--- config.mk ---
export PLATFORM = sky130hd
export DESIGN_NAME = sequenciador_operacao_flat
export DESIGN_NICKNAME = d
export VERILOG_FILES = /design/src/rtl/sequenciador_operacao_if.sv /design/src/rtl/sequenciador_operacao.sv /design/src/flat_wrapper.sv
export SDC_FILE = /design/constraint.sdc
export NUM_CORES = 1
export LEC_CHECK = 0
export ABC_CLOCK_PERIOD_IN_PS = 3900
export BUFFER_PORTS_ARGS = -buffer_cell sky130_fd_sc_hd__buf_2
export CAP_MARGIN = 10
export CORE_MARGIN = 2
export CORE_UTILIZATION = 29
export DETAILED_ROUTE_END_ITERATION = 8
export GPL_TIMING_DRIVEN = 0
export HOLD_SLACK_MARGIN = 0.1
export SLEW_MARGIN = 15
export SYNTH_ARGS = -nofsm -noshare
export SYNTH_HDL_FRONTEND = slang
export SYNTH_SLANG_ARGS = --single-unit
export TNS_END_PERCENT = 50
--- constraint.sdc ---
create_clock -name clk -period 3.9 [get_ports clk]
set_clock_uncertainty 0.15 [all_clocks]
set_input_delay 0.195 -clock clk [delete_from_list [all_inputs] [get_ports clk]]
set_output_delay 0.195 -clock clk [all_outputs]
set_load 0.02 [all_outputs]
--- src/rtl/sequenciador_operacao_if.sv ---
// Command/decoder-select bundle between the upstream issuer and the operation sequencer.
// Handshake: a command transfers on a rising edge where cmd_valid=1 and cmd_ready=1;
// the issuer holds cmd_valid/cmd_op stable until that edge, and cmd_ready depends on sequencer state only.
interface sequenciador_operacao_if;
  logic       cmd_valid;
  logic [1:0] cmd_op;
  logic       cmd_ready;
  logic       cancelar;
  logic [1:0] op_sel;
  logic       op_ativo;
  logic       fim;
  logic [7:0] contador_ops;

  modport master (
    output cmd_valid, cmd_op, cancelar,
    input  cmd_ready, op_sel, op_ativo, fim, contador_ops
  );

  modport slave (
    input  cmd_valid, cmd_op, cancelar,
    output cmd_ready, op_sel, op_ativo, fim, contador_ops
  );
endinterface

--- src/rtl/sequenciador_operacao.sv ---
// Holds one decoder operation active for a per-opcode number of cycles, then pulses fim
// and counts it; cancelar aborts a running operation without counting it.
module sequenciador_operacao #(
  parameter int unsigned LAT0 = 1,
  parameter int unsigned LAT1 = 1,
  parameter int unsigned LAT2 = 2,
  parameter int unsigned LAT3 = 4
) (
  input  logic                          clk,
  input  logic                          rst,
  sequenciador_operacao_if.slave        s_bus,
  output logic [1:0]                    o_estado
);

  typedef enum logic [1:0] {
    OCIOSO = 2'd0,
    EXEC   = 2'd1,
    FIM    = 2'd2
  } estado_t;

  // A latency of 0 behaves as 1, so the loaded count saturates at 0.
  function automatic logic [3:0] lat_m1(input int unsigned lat);
    if (lat == 0) return 4'd0;
    else          return 4'(lat - 1);
  endfunction

  localparam logic [3:0] CNT0 = lat_m1(LAT0);
  localparam logic [3:0] CNT1 = lat_m1(LAT1);
  localparam logic [3:0] CNT2 = lat_m1(LAT2);
  localparam logic [3:0] CNT3 = lat_m1(LAT3);

  estado_t    r_estado;
  estado_t    w_prox;
  logic [1:0] r_op_sel;
  logic [3:0] r_cnt;
  logic [7:0] r_contador;
  logic       w_ready;
  logic       w_aceita;
  logic [3:0] w_cnt_carga;

  assign w_ready  = (r_estado != EXEC);
  assign w_aceita = s_bus.cmd_valid && w_ready;

  always_comb begin
    w_cnt_carga = CNT0;
    case (s_bus.cmd_op)
      2'd0:    w_cnt_carga = CNT0;
      2'd1:    w_cnt_carga = CNT1;
      2'd2:    w_cnt_carga = CNT2;
      default: w_cnt_carga = CNT3;
    endcase
  end

  always_comb begin
    w_prox = r_estado;
    case (r_estado)
      OCIOSO: if (w_aceita) w_prox = EXEC;
      // Cancel takes priority over reaching the end of the count.
      EXEC: begin
        if (s_bus.cancelar)   w_prox = OCIOSO;
        else if (r_cnt == '0) w_prox = FIM;
      end
      FIM:     w_prox = w_aceita ? EXEC : OCIOSO;
      default: w_prox = OCIOSO;
    endcase
  end

  always_ff @(posedge clk or posedge rst) begin
    if (rst) begin
      r_estado   <= OCIOSO;
      r_op_sel   <= 2'd0;
      r_cnt      <= 4'd0;
      r_contador <= 8'd0;
    end else begin
      r_estado <= w_prox;
      if (w_aceita) begin
        r_op_sel <= s_bus.cmd_op;
        r_cnt    <= w_cnt_carga;
      end else if (r_estado == EXEC && !s_bus.cancelar && r_cnt != '0) begin
        r_cnt <= r_cnt - 4'd1;
      end
      if (r_estado == FIM) r_contador <= r_contador + 8'd1;
    end
  end

  assign s_bus.cmd_ready    = w_ready;
  assign s_bus.op_sel       = r_op_sel;
  assign s_bus.op_ativo     = (r_estado == EXEC);
  assign s_bus.fim          = (r_estado == FIM);
  assign s_bus.contador_ops = r_contador;
  assign o_estado           = r_estado;

endmodule

--- src/flat_wrapper.sv ---
// flat-port wrapper written by rule: the top's interface ports become plain ports
module sequenciador_operacao_flat 
#(
  parameter int unsigned LAT0 = 1,
  parameter int unsigned LAT1 = 1,
  parameter int unsigned LAT2 = 2,
  parameter int unsigned LAT3 = 4
)
  (clk, rst, o_estado, s_bus_cmd_valid, s_bus_cmd_op, s_bus_cancelar, s_bus_cmd_ready, s_bus_op_sel, s_bus_op_ativo, s_bus_fim, s_bus_contador_ops);
  sequenciador_operacao_if s_bus_i ();
  input  logic clk;
  input  logic rst;
  output logic [1:0] o_estado;
  input wire logic [$bits(s_bus_i.cmd_valid)-1:0] s_bus_cmd_valid;
  input wire logic [$bits(s_bus_i.cmd_op)-1:0] s_bus_cmd_op;
  input wire logic [$bits(s_bus_i.cancelar)-1:0] s_bus_cancelar;
  output wire logic [$bits(s_bus_i.cmd_ready)-1:0] s_bus_cmd_ready;
  output wire logic [$bits(s_bus_i.op_sel)-1:0] s_bus_op_sel;
  output wire logic [$bits(s_bus_i.op_ativo)-1:0] s_bus_op_ativo;
  output wire logic [$bits(s_bus_i.fim)-1:0] s_bus_fim;
  output wire logic [$bits(s_bus_i.contador_ops)-1:0] s_bus_contador_ops;
  assign s_bus_i.cmd_valid = s_bus_cmd_valid;
  assign s_bus_i.cmd_op = s_bus_cmd_op;
  assign s_bus_i.cancelar = s_bus_cancelar;
  assign s_bus_cmd_ready = s_bus_i.cmd_ready;
  assign s_bus_op_sel = s_bus_i.op_sel;
  assign s_bus_op_ativo = s_bus_i.op_ativo;
  assign s_bus_fim = s_bus_i.fim;
  assign s_bus_contador_ops = s_bus_i.contador_ops;
  sequenciador_operacao #(.LAT0(LAT0), .LAT1(LAT1), .LAT2(LAT2), .LAT3(LAT3)) u_core (.clk(clk), .rst(rst), .s_bus(s_bus_i), .o_estado(o_estado));
endmodule
# Word-level counts from Yosys, hierarchy flattened
# Index checks and enable logic that the tools add are counted.
dict set report op_classes {
  addsub 2
  multipliers 0
  div 0
  order_cmp 0
  n_eq_ne 7
  n_shift 0
  muxes 8
  n_bitwise 0
  reduce_logical 11
}
# operator n
set ops {}
lappend ops {{adder 8 x 1 -> 8 bit, second input constant} 1}
lappend ops {{two-way mux 4 bit} 2}
lappend ops {{two-way mux 2 bit} 3}
lappend ops {{one-hot mux 2 bit (3 select lines)} 1}
lappend ops {{equality test 2 x 1 -> 1 bit, second input constant} 2}
lappend ops {{equality test 2 bit, second input constant} 2}
lappend ops {{logical NOT 2 bit} 2}
lappend ops {{logical NOT 4 bit} 1}
lappend ops {{!= test 2 x 1 -> 1 bit, second input constant} 2}
lappend ops {{one-hot mux 2 bit (2 select lines)} 1}
lappend ops {{nonzero test 4 bit} 1}
lappend ops {{subtractor 4 x 1 -> 4 bit, second input constant} 1}
lappend ops {{logical AND 1 bit} 3}
lappend ops {{!= test 3 x 2 -> 1 bit, second input constant} 1}
lappend ops {{AND reduction 2 bit} 1}
lappend ops {{nonzero test 2 bit} 1}
lappend ops {{OR reduction 2 bit} 1}
lappend ops {{logical NOT 1 bit} 1}
lappend ops {{two-way mux 1 bit} 1}
dict set report totals {
  register_bits 16
  latchBits 0
  mem_bits_rw 0
  rom_bits 0
  inputBits 6
  output_inout_bits 15
  wordCells 32
  memories 0
}

# Depth between registers and ports, before layout
# Gate-level depths: netlist of the first run.
dict set report depth {
  ltp_word 5
  mapped_depth 6
  ltp_nobuf 5
}

# Worst setup path before layout of the first run
# No wires, ideal clock.
dict set report synth_path {
  path_type {register to register}
  start {register u_core.r_cnt[0]}
  end {register u_core.r_cnt[0]}
  setup_ns 0.080
  arrival_ns 1.449
  t_required_ns 3.670
  setup_slack_ns 2.221
  stages_incl_launch_ff 7
  n_path_buf 1
  period_less_slack_ns 1.679
  path_cell_list {dfrtp_1 > inv_1 > ha_1 > or3b_1 > buf_6 > a221o_1 > o211ai_2}
}
dict set report synth_between {
  elab_chain_len 3
  word_cells_on_any_way 6
  cone_classes {1 x add/sub; 2 x mux; 3 x reduce/logical}
}
# item line_no
set synth_rtl {}
lappend synth_rtl {{from (decl)} sequenciador_operacao.sv:35} ;# logic [3:0] r_cnt;
lappend synth_rtl {{from (signal assigned)} sequenciador_operacao.sv:78} ;# r_cnt <= w_cnt_carga;
lappend synth_rtl {{from (signal assigned)} sequenciador_operacao.sv:80} ;# r_cnt <= r_cnt - 4'd1;
lappend synth_rtl {{subtractor 4 x 1 -> 4 bit or nonzero test 4 bit (tied branches)} {sequenciador_operacao.sv:80, sequenciador_operacao.sv:79}}
lappend synth_rtl {{two-way mux 4 bit or logical AND 1 bit (tied branches)} sequenciador_operacao.sv:79} ;# end else if (r_estado == EXEC && !s_bus.cancelar && r_cnt != '0) begin
lappend synth_rtl {{two-way mux 4 bit or nonzero test 2 bit (tied branches)} n/a}
# Several ways; a longest one is shown, not always the timed one. The select of a mux whose other input is x is not followed.
# A chain may end at the register's enable or synchronous reset.

# Worst setup path in the final report of the first run
dict set report layout_path {
  start {register u_core.r_cnt[0]}
  end {register u_core.r_cnt[1]}
}
# Same word-level chain as after synthesis.

==> metrics, run 1 <==
status=finished, final reports clean; setup bufs post-CTS=0; # hold bufs at CTS=6; Reg clk slew, reported paths=0.10 ns; synthesized area per cell=11.0 sq um; Post-Route WL=1.55 mm; CTS Buffer Depth=2; Chip Width=56.2 um; number of nets in the layout=112; RSZ-0062 raised after global routing=no; CTS root buf=clkbuf_4; main flop type after synthesis=dfrtp_1; Post-Syn Nets=81; Synth area leaders=dfrtp_1, ha_1, xor2_1, nand2_1, xnor2_1; Vias per Instance=4.83; Worst Tran Pin Value=0.616 ns; Final Cycle Share=59.4%; Setup TNS=0 ns; Die H=56.2 um; final instance area=0.00102 sq mm; Final ANT Viol Nets=0; top cells by count, synth=dfrtp_1, nand2_1, inv_1; pwr/cell area=686 mW/mm^2; area delta synth->final=29.6%; first-pass GRT wire length=2.71 mm; boundary pin count=21; Mapped Cells=72; final-report setup violation count=0; Worst setup EP type=flop; CP startpoint kind=flop; Placement Cell Area=927 sq um; Multi-input gate area=350 sq um; synth unique cells=28; register area=400 sq um; Max Cap Viol=0; Placed Cells=122; n_diodes=0; clock sinks=16; Post-CTS Resized=0; Max Fclk=0.432 GHz; share of layout cells above drive strength 1=30.4%; vias=637; CTS tree=built; initial antenna violation count=0; total track usage=10.7%; DRC=0; number of synthesized flops with an enable pin=0; non-filler instance count after layout=132; Lkg Pwr=0.543 nW; Rows=18; GRT overflow=0; HP Class=reg -> reg; Die ar.=0.00316 sq mm; total chip power=0.702 mW; DR pass1 iterations=4; async set-or-reset flop fraction in the synthesized netlist=100%; register bit count reported by yosys=16; Setup Crit Path Kind=reg -> reg; initial core utilization=31.3%; Slew Limit Headroom=58.9%; synthesized area=790 sq um; Synth Warn #=0; largest net degree at the start of global routing=17; maximum vdd drop=0.398 mV; TritonCTS buffer count=3; H-tree Lvls=1; crit path DAT=2.40 ns; Fin Hold WS=0.323 ns; CP max FO=7; register area share after synthesis=50.7%; Port Buf Inserts=20; vias in the first global route=631; Synth top area share=50.7%; core footprint=0.00252 sq mm; initial DRC count=9; placer congestion estimate=0.790; Clock Latency Late Sink=0.29 ns; Final Critical Period=2.32 ns; DP Wirelength=1.16 mm; WL per Instance=11.7 um; CP required=3.98 ns; Final Slew Violations=0; most frequent cell after synthesis=dfrtp_1; post-synth top area cell=dfrtp_1; fill count=256; Final Hold Viols=0
-- through the flow --
step                worst slack [ns]  util, %
finish                          1.58     40.6
global route                    1.52     40.6
CTS                             1.59     40.6
detailed placement              2.14     36.8
global placement                2.17     36.8
floorplan                       2.22        -
-- sequential cells by signal, summed over array words and instances (netlist names) --
register and count:
u_core.s_bus.contador_ops 8, u_core.o_estado 2, u_core.r_cnt 4, u_core.s_bus.op_sel 2
-- placed cells by master (no fill, tap or decap), types with 2 or more instances in the layout --
master / n
buf_2: 21
clkbuf_4: 3
dfrtp_1: 16
dlygate4sd3_1: 6
ha_1: 3
inv_1: 5
mux2_2: 2
mux2i_1: 2
nand2_1: 7
nand3_1: 3
nand4_1: 3
nor3_1: 4
o21ai_0: 4
xnor2_1: 3
xor2_1: 4
-- power by group --
| group | internal, mW | leakage, nW | switching, mW | total (mW) |
|---|---|---|---|---|
| sequential | 0.217 | 0.209 | 0.0489 | 0.266 |
| clock | 0.0568 | 0.0210 | 0.0547 | 0.111 |
| combinational | 0.143 | 0.313 | 0.181 | 0.324 |
| total | 0.417 | 0.543 | 0.285 | 0.702 |
-- worst paths after layout --
check / cells past startpoint / from / slack [ns] / endpoint
worst max-delay path: 7 / u_core.r_cnt[0]$_DFFE_PP0P_ / 1.58 / u_core.r_cnt[1]$_DFFE_PP0P_
worst min-delay path: 1 / u_core.s_bus.contador_ops[7]$_DFFE_PP0N_ / 0.32 / u_core.s_bus.contador_ops[7]$_DFFE_PP0N_
worst max register to register: 7 / u_core.r_cnt[0]$_DFFE_PP0P_ / 1.58 / u_core.r_cnt[1]$_DFFE_PP0P_
worst min register to register: 1 / u_core.s_bus.contador_ops[7]$_DFFE_PP0N_ / 0.32 / u_core.s_bus.contador_ops[7]$_DFFE_PP0N_
max in group asynchronous: 3 / rst / 2.84 / u_core.o_estado[0]$_DFFE_PP0P_
min in group asynchronous: 3 / rst / 0.36 / u_core.s_bus.op_sel[1]$_DFFE_PP0P_
-- cell type report --
type / count / area share [%]
repair buffers: 26 / 15.6
plain buffers: 3 / 1.96
inverters: 5 / 1.83
multi-input cells: 48 / 34.2
flip-flops and latches: 16 / 39.1
clock buffers: 4 / 3.55
well taps: 30 / 3.67
-- per-layer routing --
metal  track usage [%]  wire (um)
met1              13.0        680
met5                 0          0
met4              1.02          0
met2              18.0        763
met3              5.12        104
-- critical path, stage by stage, from the launching register on --
cell	delay, ns
dfrtp_1	0.42
inv_1	0.12
ha_1	0.15
or3b_1	0.36
buf_6	0.14
a32o_1	0.24
o22ai_2	0.13
dlygate4sd3_1	0.56
-- logic make-up (layout without fill, tap and decap cells) --
logic type | Yosys count | in the layout | share of synthesized area, %
simple gates | 24 | 24 | 16.6
flops | 16 | 16 | 50.7
compound gates | 10 | 10 | 9.83
buf+inv | 8 | 38 | 4.91
xor+xnor | 7 | 7 | 7.77
mux | 4 | 4 | 5.39
fa+ha+maj | 3 | 3 | 4.75
(Power assumes the default switching activity.)
==> run 2, diff against run 1 <==
- ABC_CLOCK_PERIOD_IN_PS: 3900 -> 1910
- clock period: 3.9 -> 1.91 ns (I/O delays scaled with it)
==> run 2 against run 1 <==
Against the previous run:
- critical path depth down 1
- core utilization shrank 0.40 points
- fmax grew 31%
- non-clock buffer count decreased by 1
- largest power group unchanged
==> metrics, run 2 (same netlist as run 1, synthesis figures left out) <==
HP Class=in -> async; register area=400 sq um; TritonCTS buffer count=3; CTS Buffer Depth=2; number of nets in the layout=111; DR pass1 iterations=3; CP required=1.98 ns; initial DRC count=10; GRT overflow=0; Post-CTS Resized=0; fill count=257; crit-path leading delay family=flip-flops; CP startpoint kind=flop; setup bufs post-CTS=0; CTS tree=built; Setup TNS=0 ns; pwr/cell area=1400 mW/mm^2; status=finished, final reports clean; total track usage=10.7%; maximum vdd drop=0.815 mV; Final Cycle Share=92.7%; Die H=56.2 um; clock sinks=16; Final Critical Period=1.77 ns; boundary pin count=21; n_diodes=0; final instance area=0.00101 sq mm; most common cell after layout, fill and taps aside=buf_2; Place WS=0.150 ns; CP max stage cell=dfrtp_1; CP peak stage delay=0.42 ns; Setup Crit Path Kind=reg -> reg; Max Cap Viol=0; core footprint=0.00252 sq mm; crit path DAT=1.84 ns; CTS root buf=clkbuf_4; Slew Limit Headroom=59.2%; Final Slew Violations=0; WL per Instance=11.8 um; RSZ-0062 raised after global routing=no; H-tree Lvls=1; largest net degree at the start of global routing=17; initial antenna violation count=0; Rows=18; Worst Tran Pin Value=0.612 ns; critical-path cell list=inv_1 -> ha_1 -> or3b_1 -> buf_6 -> a221o_1 -> o211ai_2; Lkg Pwr=0.538 nW; DRC=0; Clock Latency Late Sink=0.29 ns; placer congestion estimate=0.790; Final Hold Viols=0; first-pass GRT wire length=2.70 mm; final-report setup violation count=0; vias=634; Setup WS post-layout=0.139 ns; Vias per Instance=4.84; Multi-input gate area=350 sq um; area delta synth->final=28.4%; Die ar.=0.00316 sq mm; initial core utilization=31.3%; vias in the first global route=628; Worst Path Buf+Inv=2; CP max FO=7; Reg clk slew, reported paths=0.10 ns; DP Wirelength=1.16 mm; Max Fclk=0.565 GHz; Chip Width=56.2 um; Largest register FFs=8; Port Buf Inserts=20; most frequent cells in the layout=buf_2, dfrtp_1, nand2_1; Placement Cell Area=927 sq um; Worst setup EP type=flop; share of layout cells above drive strength 1=30.7%; Post-Route WL=1.55 mm; Final ANT Viol Nets=0
-- run 2: changes by cell type in the layout (fill, tap and decap cells not counted), sizes merged --
| cell | previous run | this run |
|---|---|---|
| dlygate4sd3 | 6 | 5 |
-- run 2: cell type report --
class,instances,share of cell area [%]
buffer,3,1.98
tap,30,3.70
sequential,16,39.5
inverter,5,1.85
clock buffer,4,3.58
timing repair buffer,25,14.8
multi-input combinational,48,34.6
-- run 2: worst paths after layout --
| kind | start | end | slack, ns | cells after the start |
|---|---|---|---|---|
| setup / recovery | u_core.r_cnt[0]$_DFFE_PP0P_ | u_core.r_cnt[0]$_DFFE_PP0P_ | 0.14 | 6 |
| hold / removal | rst | u_core.s_bus.op_sel[1]$_DFFE_PP0P_ | 0.26 | 3 |
| setup reg to reg | u_core.r_cnt[0]$_DFFE_PP0P_ | u_core.r_cnt[0]$_DFFE_PP0P_ | 0.14 | 6 |
| hold reg to reg | u_core.s_bus.contador_ops[7]$_DFFE_PP0N_ | u_core.s_bus.contador_ops[7]$_DFFE_PP0N_ | 0.32 | 1 |
| max in group asynchronous | rst | u_core.o_estado[0]$_DFFE_PP0P_ | 0.95 | 3 |
| min in group clk | u_core.s_bus.contador_ops[7]$_DFFE_PP0N_ | u_core.s_bus.contador_ops[7]$_DFFE_PP0N_ | 0.32 | 1 |
-- run 2: layer usage --
metal | share of wire [%] | GRT usage (%) | vias up
met1 | 44 | 12.9 | 306
met4 | 0 | 1.02 | 0
met2 | 49 | 18.0 | 18
met3 | 6.7 | 5.12 | 0
met5 | 0 | 0 | -
li1 | - | - | 310
-- run 2: worst reg2reg max path, stage by stage, from the launching register on --
cell      delay [ns]
dfrtp_1         0.42
inv_1           0.12
ha_1            0.15
or3b_1          0.36
buf_6           0.14
a221o_1         0.32
o211ai_2        0.06
-- run 2: where the power goes --
| part | leakage, nW | switching [mW] | internal [mW] |
|---|---|---|---|
| combinational | 0.308 | 0.368 | 0.276 |
| sequential | 0.209 | 0.0998 | 0.444 |
| clock | 0.0210 | 0.112 | 0.116 |
| total | 0.538 | 0.579 | 0.836 |
-- run 2: metrics by stage --
step | utilization, % | total power, mW | cells | hold WS [ns]
2_1_floorplan | - | 1.01 | 72 | -0.141
3_3_place_gp | 36.8 | 1.17 | 122 | 0.0581
3_5_place_dp | 36.8 | 1.19 | 122 | 0.0634
4_1_cts | 40.2 | 1.43 | 131 | 0.289
5_1_grt | 40.2 | 1.52 | 131 | 0.348
6_report | 40.2 | 1.42 | 131 | 0.263
-- run 2: timing repair --
action / in CTS / in global routing
setup endpoints to repair: 0 / 0
hold buffers: 5 / 0
endpoints found under the hold margin: 24 / 0
